$ cat src/rtl/core_mem_s.sv
// core_mem_s -- memory stage of the Selen core pipeline.
//
// Takes the registered execute-stage outputs and runs one L1D access at a
// time over a valid/ack request and valid-only response handshake. Execute
// and earlier stages are stalled while an access is outstanding. Loads are
// lane-shifted and sign/zero-extended before they reach writeback.
//
// Ports
//   clk, rst_n                  core clock, async active-low reset
//   mem_alu_result_in           ALU result from execute
//   mem_addr_in                 effective address
//   mem_w_data_in               store data
//   mem_l1d_bus_in[6:0]         [0] val, [1] cop, [3:2] size, [4] unsigned
//   mem_mux_in                  1 = writeback takes memory data
//   mem_we_reg_file_in          register-file write enable
//   mem_rd_in                   destination register
//   mem_result_frm_m            bypass to execute (ALU result)
//   mem_stall_out               hold execute and earlier stages
//   mem_misalign_out            one-cycle misaligned-access pulse (optional)
//   l1d_req_*                   request channel to L1D
//   l1d_resp_val/_data          read response from L1D
//   mem_*_out_reg               writeback registers
//
// Build option CORE_MEM_MISALIGN_TRAP_EN: when defined, misaligned half/word
// accesses are dropped and flagged on mem_misalign_out. When undefined, the
// low address bits are masked to the access alignment and the access proceeds.
//
// state | meaning
// ------+----------------------------------------------------
// IDLE  | no access outstanding; ALU results flow to writeback
// REQ   | request presented to L1D, waiting for ack
// RESP  | load accepted, waiting for response data

module core_mem_s #(
    parameter int XLEN      = 32,
    parameter int L1D_BUS_W = 7
) (
    input  logic                 clk,
    input  logic                 rst_n,
    input  logic [XLEN-1:0]      mem_alu_result_in,
    input  logic [XLEN-1:0]      mem_addr_in,
    input  logic [XLEN-1:0]      mem_w_data_in,
    input  logic [L1D_BUS_W-1:0] mem_l1d_bus_in,
    input  logic                 mem_mux_in,
    input  logic                 mem_we_reg_file_in,
    input  logic [4:0]           mem_rd_in,
    output logic [XLEN-1:0]      mem_result_frm_m,
    output logic                 mem_stall_out,
`ifdef CORE_MEM_MISALIGN_TRAP_EN
    output logic                 mem_misalign_out,
`endif
    output logic                 l1d_req_val,
    input  logic                 l1d_req_ack,
    output logic                 l1d_req_cop,
    output logic [XLEN-1:0]      l1d_req_addr,
    output logic [XLEN-1:0]      l1d_req_wdata,
    output logic [3:0]           l1d_req_be,
    input  logic                 l1d_resp_val,
    input  logic [XLEN-1:0]      l1d_resp_data,
    output logic [XLEN-1:0]      mem_wb_data_out_reg,
    output logic                 mem_we_reg_file_out_reg,
    output logic [4:0]           mem_rd_out_reg
);

    typedef enum logic [1:0] {IDLE, REQ, RESP} state_t;

    state_t state, state_nxt;

    logic            req_val_in, cop_in, uns_in, issue;
    logic [1:0]      size_in, off_in;
    logic [3:0]      be_in;
    logic [XLEN-1:0] wdata_in, shifted, load_ext;

    logic            cap_cop, cap_uns, cap_we, cap_mux;
    logic [1:0]      cap_size, cap_off;
    logic [3:0]      cap_be;
    logic [4:0]      cap_rd;
    logic [XLEN-1:0] cap_addr, cap_wdata, cap_alu;

    logic unused_bus;
    assign unused_bus = ^mem_l1d_bus_in[6:5];

    assign req_val_in = mem_l1d_bus_in[0];
    assign cop_in     = mem_l1d_bus_in[1];
    assign size_in    = mem_l1d_bus_in[3:2];
    assign uns_in     = mem_l1d_bus_in[4];

    assign mem_result_frm_m = mem_alu_result_in;

    // Byte offset forced to the access alignment; reserved size acts as word.
    always_comb begin
        off_in   = 2'b00;
        be_in    = 4'b1111;
        wdata_in = mem_w_data_in;
        case (size_in)
            2'b00: begin
                off_in   = mem_addr_in[1:0];
                be_in    = 4'b0001 << mem_addr_in[1:0];
                wdata_in = {4{mem_w_data_in[7:0]}};
            end
            2'b01: begin
                off_in   = {mem_addr_in[1], 1'b0};
                be_in    = mem_addr_in[1] ? 4'b1100 : 4'b0011;
                wdata_in = {2{mem_w_data_in[15:0]}};
            end
            default: ;
        endcase
    end

`ifdef CORE_MEM_MISALIGN_TRAP_EN
    logic misalign_in;
    assign misalign_in = (size_in == 2'b01) ? mem_addr_in[0]
                       : (size_in != 2'b00) ? (mem_addr_in[1:0] != 2'b00)
                       : 1'b0;
    assign issue = req_val_in & ~misalign_in;

    always_ff @(posedge clk or negedge rst_n) begin
        if (!rst_n) mem_misalign_out <= 1'b0;
        else        mem_misalign_out <= (state == IDLE) & req_val_in & misalign_in;
    end
`else
    assign issue = req_val_in;
`endif

    always_comb begin
        shifted = l1d_resp_data >> {cap_off, 3'b000};
        case (cap_size)
            2'b00:   load_ext = {{24{~cap_uns & shifted[7]}},  shifted[7:0]};
            2'b01:   load_ext = {{16{~cap_uns & shifted[15]}}, shifted[15:0]};
            default: load_ext = shifted;
        endcase
    end

    always_comb begin
        state_nxt     = state;
        mem_stall_out = 1'b0;
        l1d_req_val   = 1'b0;
        case (state)
            IDLE: begin
                if (issue) begin
                    mem_stall_out = 1'b1;
                    state_nxt     = REQ;
                end
            end
            REQ: begin
                l1d_req_val   = 1'b1;
                mem_stall_out = 1'b1;
                if (l1d_req_ack) begin
                    if (cap_cop) begin
                        mem_stall_out = 1'b0;
                        state_nxt     = IDLE;
                    end else begin
                        state_nxt = RESP;
                    end
                end
            end
            RESP: begin
                mem_stall_out = ~l1d_resp_val;
                if (l1d_resp_val) state_nxt = IDLE;
            end
            default: state_nxt = IDLE;
        endcase
    end

    always_ff @(posedge clk or negedge rst_n) begin
        if (!rst_n) state <= IDLE;
        else        state <= state_nxt;
    end

    assign l1d_req_cop   = cap_cop;
    assign l1d_req_addr  = cap_addr;
    assign l1d_req_wdata = cap_wdata;
    assign l1d_req_be    = cap_be;

    always_ff @(posedge clk or negedge rst_n) begin
        if (!rst_n) begin
            cap_cop                 <= 1'b0;
            cap_uns                 <= 1'b0;
            cap_we                  <= 1'b0;
            cap_mux                 <= 1'b0;
            cap_size                <= 2'b00;
            cap_off                 <= 2'b00;
            cap_be                  <= 4'b0000;
            cap_rd                  <= 5'd0;
            cap_addr                <= '0;
            cap_wdata               <= '0;
            cap_alu                 <= '0;
            mem_wb_data_out_reg     <= '0;
            mem_we_reg_file_out_reg <= 1'b0;
            mem_rd_out_reg          <= 5'd0;
        end else begin
            if (state == IDLE && issue) begin
                cap_cop   <= cop_in;
                cap_uns   <= uns_in;
                cap_we    <= mem_we_reg_file_in;
                cap_mux   <= mem_mux_in;
                cap_size  <= size_in;
                cap_off   <= off_in;
                cap_be    <= be_in;
                cap_rd    <= mem_rd_in;
                cap_addr  <= {mem_addr_in[XLEN-1:2], 2'b00};
                cap_wdata <= wdata_in;
                cap_alu   <= mem_alu_result_in;
            end
            case (state)
                IDLE: begin
                    // Any memory instruction (issued or trapped) leaves a bubble.
                    mem_wb_data_out_reg     <= mem_alu_result_in;
                    mem_we_reg_file_out_reg <= mem_we_reg_file_in & ~req_val_in;
                    mem_rd_out_reg          <= mem_rd_in;
                end
                REQ: begin
                    if (l1d_req_ack && cap_cop) begin
                        mem_wb_data_out_reg     <= cap_alu;
                        mem_we_reg_file_out_reg <= cap_we;
                        mem_rd_out_reg          <= cap_rd;
                    end
                end
                RESP: begin
                    if (l1d_resp_val) begin
                        mem_wb_data_out_reg     <= cap_mux ? load_ext : cap_alu;
                        mem_we_reg_file_out_reg <= cap_we;
                        mem_rd_out_reg          <= cap_rd;
                    end
                end
                default: ;
            endcase
        end
    end

endmodule

$ cat config.mk
export PLATFORM = sky130hd
export DESIGN_NAME = core_mem_s
export DESIGN_NICKNAME = d
export VERILOG_FILES = /design/src/rtl/core_mem_s.sv
export SDC_FILE = /design/constraint.sdc
export NUM_CORES = 1
export LEC_CHECK = 0
export ABC_AREA = 1
export BUFFER_PORTS_ARGS = -buffer_cell sky130_fd_sc_hd__buf_2
export CAP_MARGIN = 30
export CORE_MARGIN = 2
export CORE_UTILIZATION = 30
export CTS_CLUSTER_DIAMETER = 150
export DETAILED_ROUTE_END_ITERATION = 8
export PLACE_DENSITY = 0.57
export SKIP_CTS_REPAIR_TIMING = 1
export SLEW_MARGIN = 20
export SYNTH_ARGS = -nofsm -noshare
export SYNTH_HDL_FRONTEND = slang
export SYNTH_SLANG_ARGS = --single-unit
$ cat constraint.sdc
create_clock -name clk -period 3.4 [get_ports clk]
set_input_delay 0.17 -clock clk [delete_from_list [all_inputs] [get_ports clk]]
set_output_delay 0.17 -clock clk [all_outputs]
set_load 0.02 [all_outputs]
==> flow_summary.ini <==
[layout]
final_util_pct = 39.8
area_growth_pct = 29.9
drive_gt1_share_pct = 26.0
num-nets-final = 1496

[power]
seqPwrFrac_pct = 31.4
clock_power_share_pct = 19.6
p_leak_nw = 5.66
switching_share_pct = 47.0
cellPowerDensity_nw_per_um2 = 1000
pwr-share-comb_pct = 49.0
p_sw_mw = 4.91
p_total_mw = 10.4
ir_worst_vdd_mv = 0.418
power.internal_mw = 5.53

[min_path]
hold_path.class = input pin to register

[global_route]
gr-total-overflow = 0
grt_max_degree = 164
grtUsageTotal_pct = 18.4
grt_pass1_wl_um = 40500
antenna_found_initial = 3
grt_pass1_vias = 7189

[placement]
place_congestion = 0.829
io_buffers = 282
dp_hpwl_um = 17900

[route]
drt_iter0_drc = 482
wire_per_inst_um = 15.6
finalWirelength_um = 26400
viasPerCell = 4.61
drc = 0
firstDrtPassIters = 5
ant_nets = 0
via_count = 7821

[worst_setup_path]
path_common_cell = inv_1
critical_path.max_stage_delay_ns = 0.49
critPathBufInv = 4
end_kind = output pin
crit_fanout = 163
required_ns = 3.23
cp_top_family = buffers and inverters
cp_slowest_cell = buf_12
path_class = register to output pin
crit_chain = inv_1 > ha_1 > nand2_4 > buf_12 > a31o_2 > inv_1 > buf_2
arrival_ns = 2.21
start_kind = register

[synth]
yosysWarningCount = 0
synth_area_um2 = 8030
synthTopCellsByArea = dfrtp_1 47%, nand2_1 23%, a21oi_1 6.2%
synth.distinct_cells = 33
ys_seq_area_share_pct = 47.0
synth_xor_area_share_pct = 0
synth_most_common_cell = nand2_1
synthFlopType = dfrtp_1
synth_compound_area_share_pct = 12.5
synth_top_family_by_area = simple AND/OR/NAND/NOR gates
async_flop_share_pct = 100
netlist_top_cells_count = 486 x nand2_1, 151 x dfrtp_1, 100 x a21oi_1
synth.area.mux_share_pct = 0
syn_inst = 1089
synth_fa_ha_area_share_pct = 0.623
synth_edf_count = 0
synth-simple-area-share_pct = 29.3
post_synth.cell_area_avg_um2 = 7.38
synth_seq_cells = 151
synth_top_area_share_pct = 47.0
synth_top_cell_by_area = dfrtp_1

[sta]
slew_headroom_pct = 41.4
min_period_ns = 2.38
period_share_pct = 70.1
worstMarginPinSlew_ns = 0.873
fmax_mhz = 420
setup_viol_count_final = 0
skew_ns = 0.0201
rsz0062_at_grt = false
setup_tns_ns = 0
hold_violations = 0
maxSlewViolCount = 0

[floorplan]
rows = 59
ioPinCount = 287
fp.coreArea_um2 = 26200
die_h_um = 168
die_x_um = 168
start_util_pct = 30.7
die_area_um2 = 28100

[clocking]
htreeDepth = 4
clock_latency_ns = 0.43
cts_root_buf = clkbuf_16
cts-buffers-inserted = 17
cts_tree = yes
numClockSinks = 151
clk_pin_slew_ns = 0.07
clockBufferDepth = 2

[outcome]
status = completed

[flow_run]
maxCapViolCount = 0
worst paths after layout:
check                                            start                       to  slack [ns]  cells after the start
worst max-delay path                          state[0]            mem_stall_out        1.02                      7
worst min-delay path                  mem_w_data_in[4]         l1d_req_wdata[4]       0.001                      3
worst max register to register                state[0]  mem_wb_data_out_reg[29]        1.20                      8
worst min register to register  mem_wb_data_out_reg[3]   mem_wb_data_out_reg[3]        0.47                      2
max in group asynchronous                        rst_n                cap_rd[4]        2.10                      3
min in group asynchronous                        rst_n              cap_alu[14]        0.35                      2
worst register-to-register path: cells and delay by family, from the launching register on:
family / cells / cell delay (ns)
AO/OA/AOI/OAI: 1 / 0.14
adder cells (fa/ha/maj): 1 / 0.31
buffers and inverters: 4 / 1.11
flip-flops: 1 / 0.38
AND/OR/NAND/NOR: 2 / 0.15
per-layer routing:
metal / up-vias / global-route usage [%] / part of all wire [%] / wire length (um)
met5: - / 0 / 0.080 / 21
met4: 4 / 3.82 / 0.67 / 177
met3: 12 / 5.46 / 7.2 / 1890
met2: 298 / 29.9 / 47 / 12300
met1: 3586 / 24.5 / 45 / 12000
li1: 3921 / - / - / -
metrics by stage:
stage	hold slack [ns]	setup slack, ns	cell area [um^2]	cells
detailed placement	0.253	1.20	9380	1619
floorplan	-0.126	1.72	8040	1090
global route	0.00833	0.899	10400	1694
CTS	-0.203	0.969	10000	1651
finish	0.00133	1.02	10400	1695
global placement	0.253	1.22	9380	1619
layout by cell type (no fill, tap or decap), types with 2 or more instances in the layout:
cell             n
inv_6            3
dfrtp_1        151
o211ai_1         7
nand2_1        485
buf_12           2
nor2_1          21
inv_8            5
o21ai_1          2
clkinv_1         3
nand3_2          4
dlygate4sd3_1   43
o21ai_0         84
buf_2          281
nand2_2         12
conb_1           2
inv_1           50
nand2_4          3
bufinv_16        3
clkbuf_16       17
clkinv_4         3
nor2_2           2
buf_4           10
a21oi_1        100
nand3_1         49
nand3_4          2
ha_1             4
area by class of cell:
type | instances | area, um^2
fill | 2744 | 15800
sequential | 151 | 3780
multi-input combinational | 783 | 3430
timing repair buffer | 337 | 1960
clock buffer | 18 | 429
tap | 335 | 419
inverter | 56 | 223
clock inverter | 14 | 191
antenna | 1 | 2.50
power by group through the flow:
stage | logic, mW | clock network (mW) | registers [mW]
finish | 5.11 | 2.04 | 3.27
global route | 5.75 | 2.18 | 3.40
CTS | 5.14 | 2.10 | 3.27
detailed placement | 5.14 | 0 | 3.27
global placement | 5.06 | 0 | 3.27
floorplan | 2.99 | 0 | 3.90
cells by family after synthesis:
family,after synthesis
DFF,151
buffers and inverters,156
adders and majority gates,4
other,1
AOI/OAI and AO/OA,196
and+or+nand+nor,581
(Power assumes the default switching activity.)
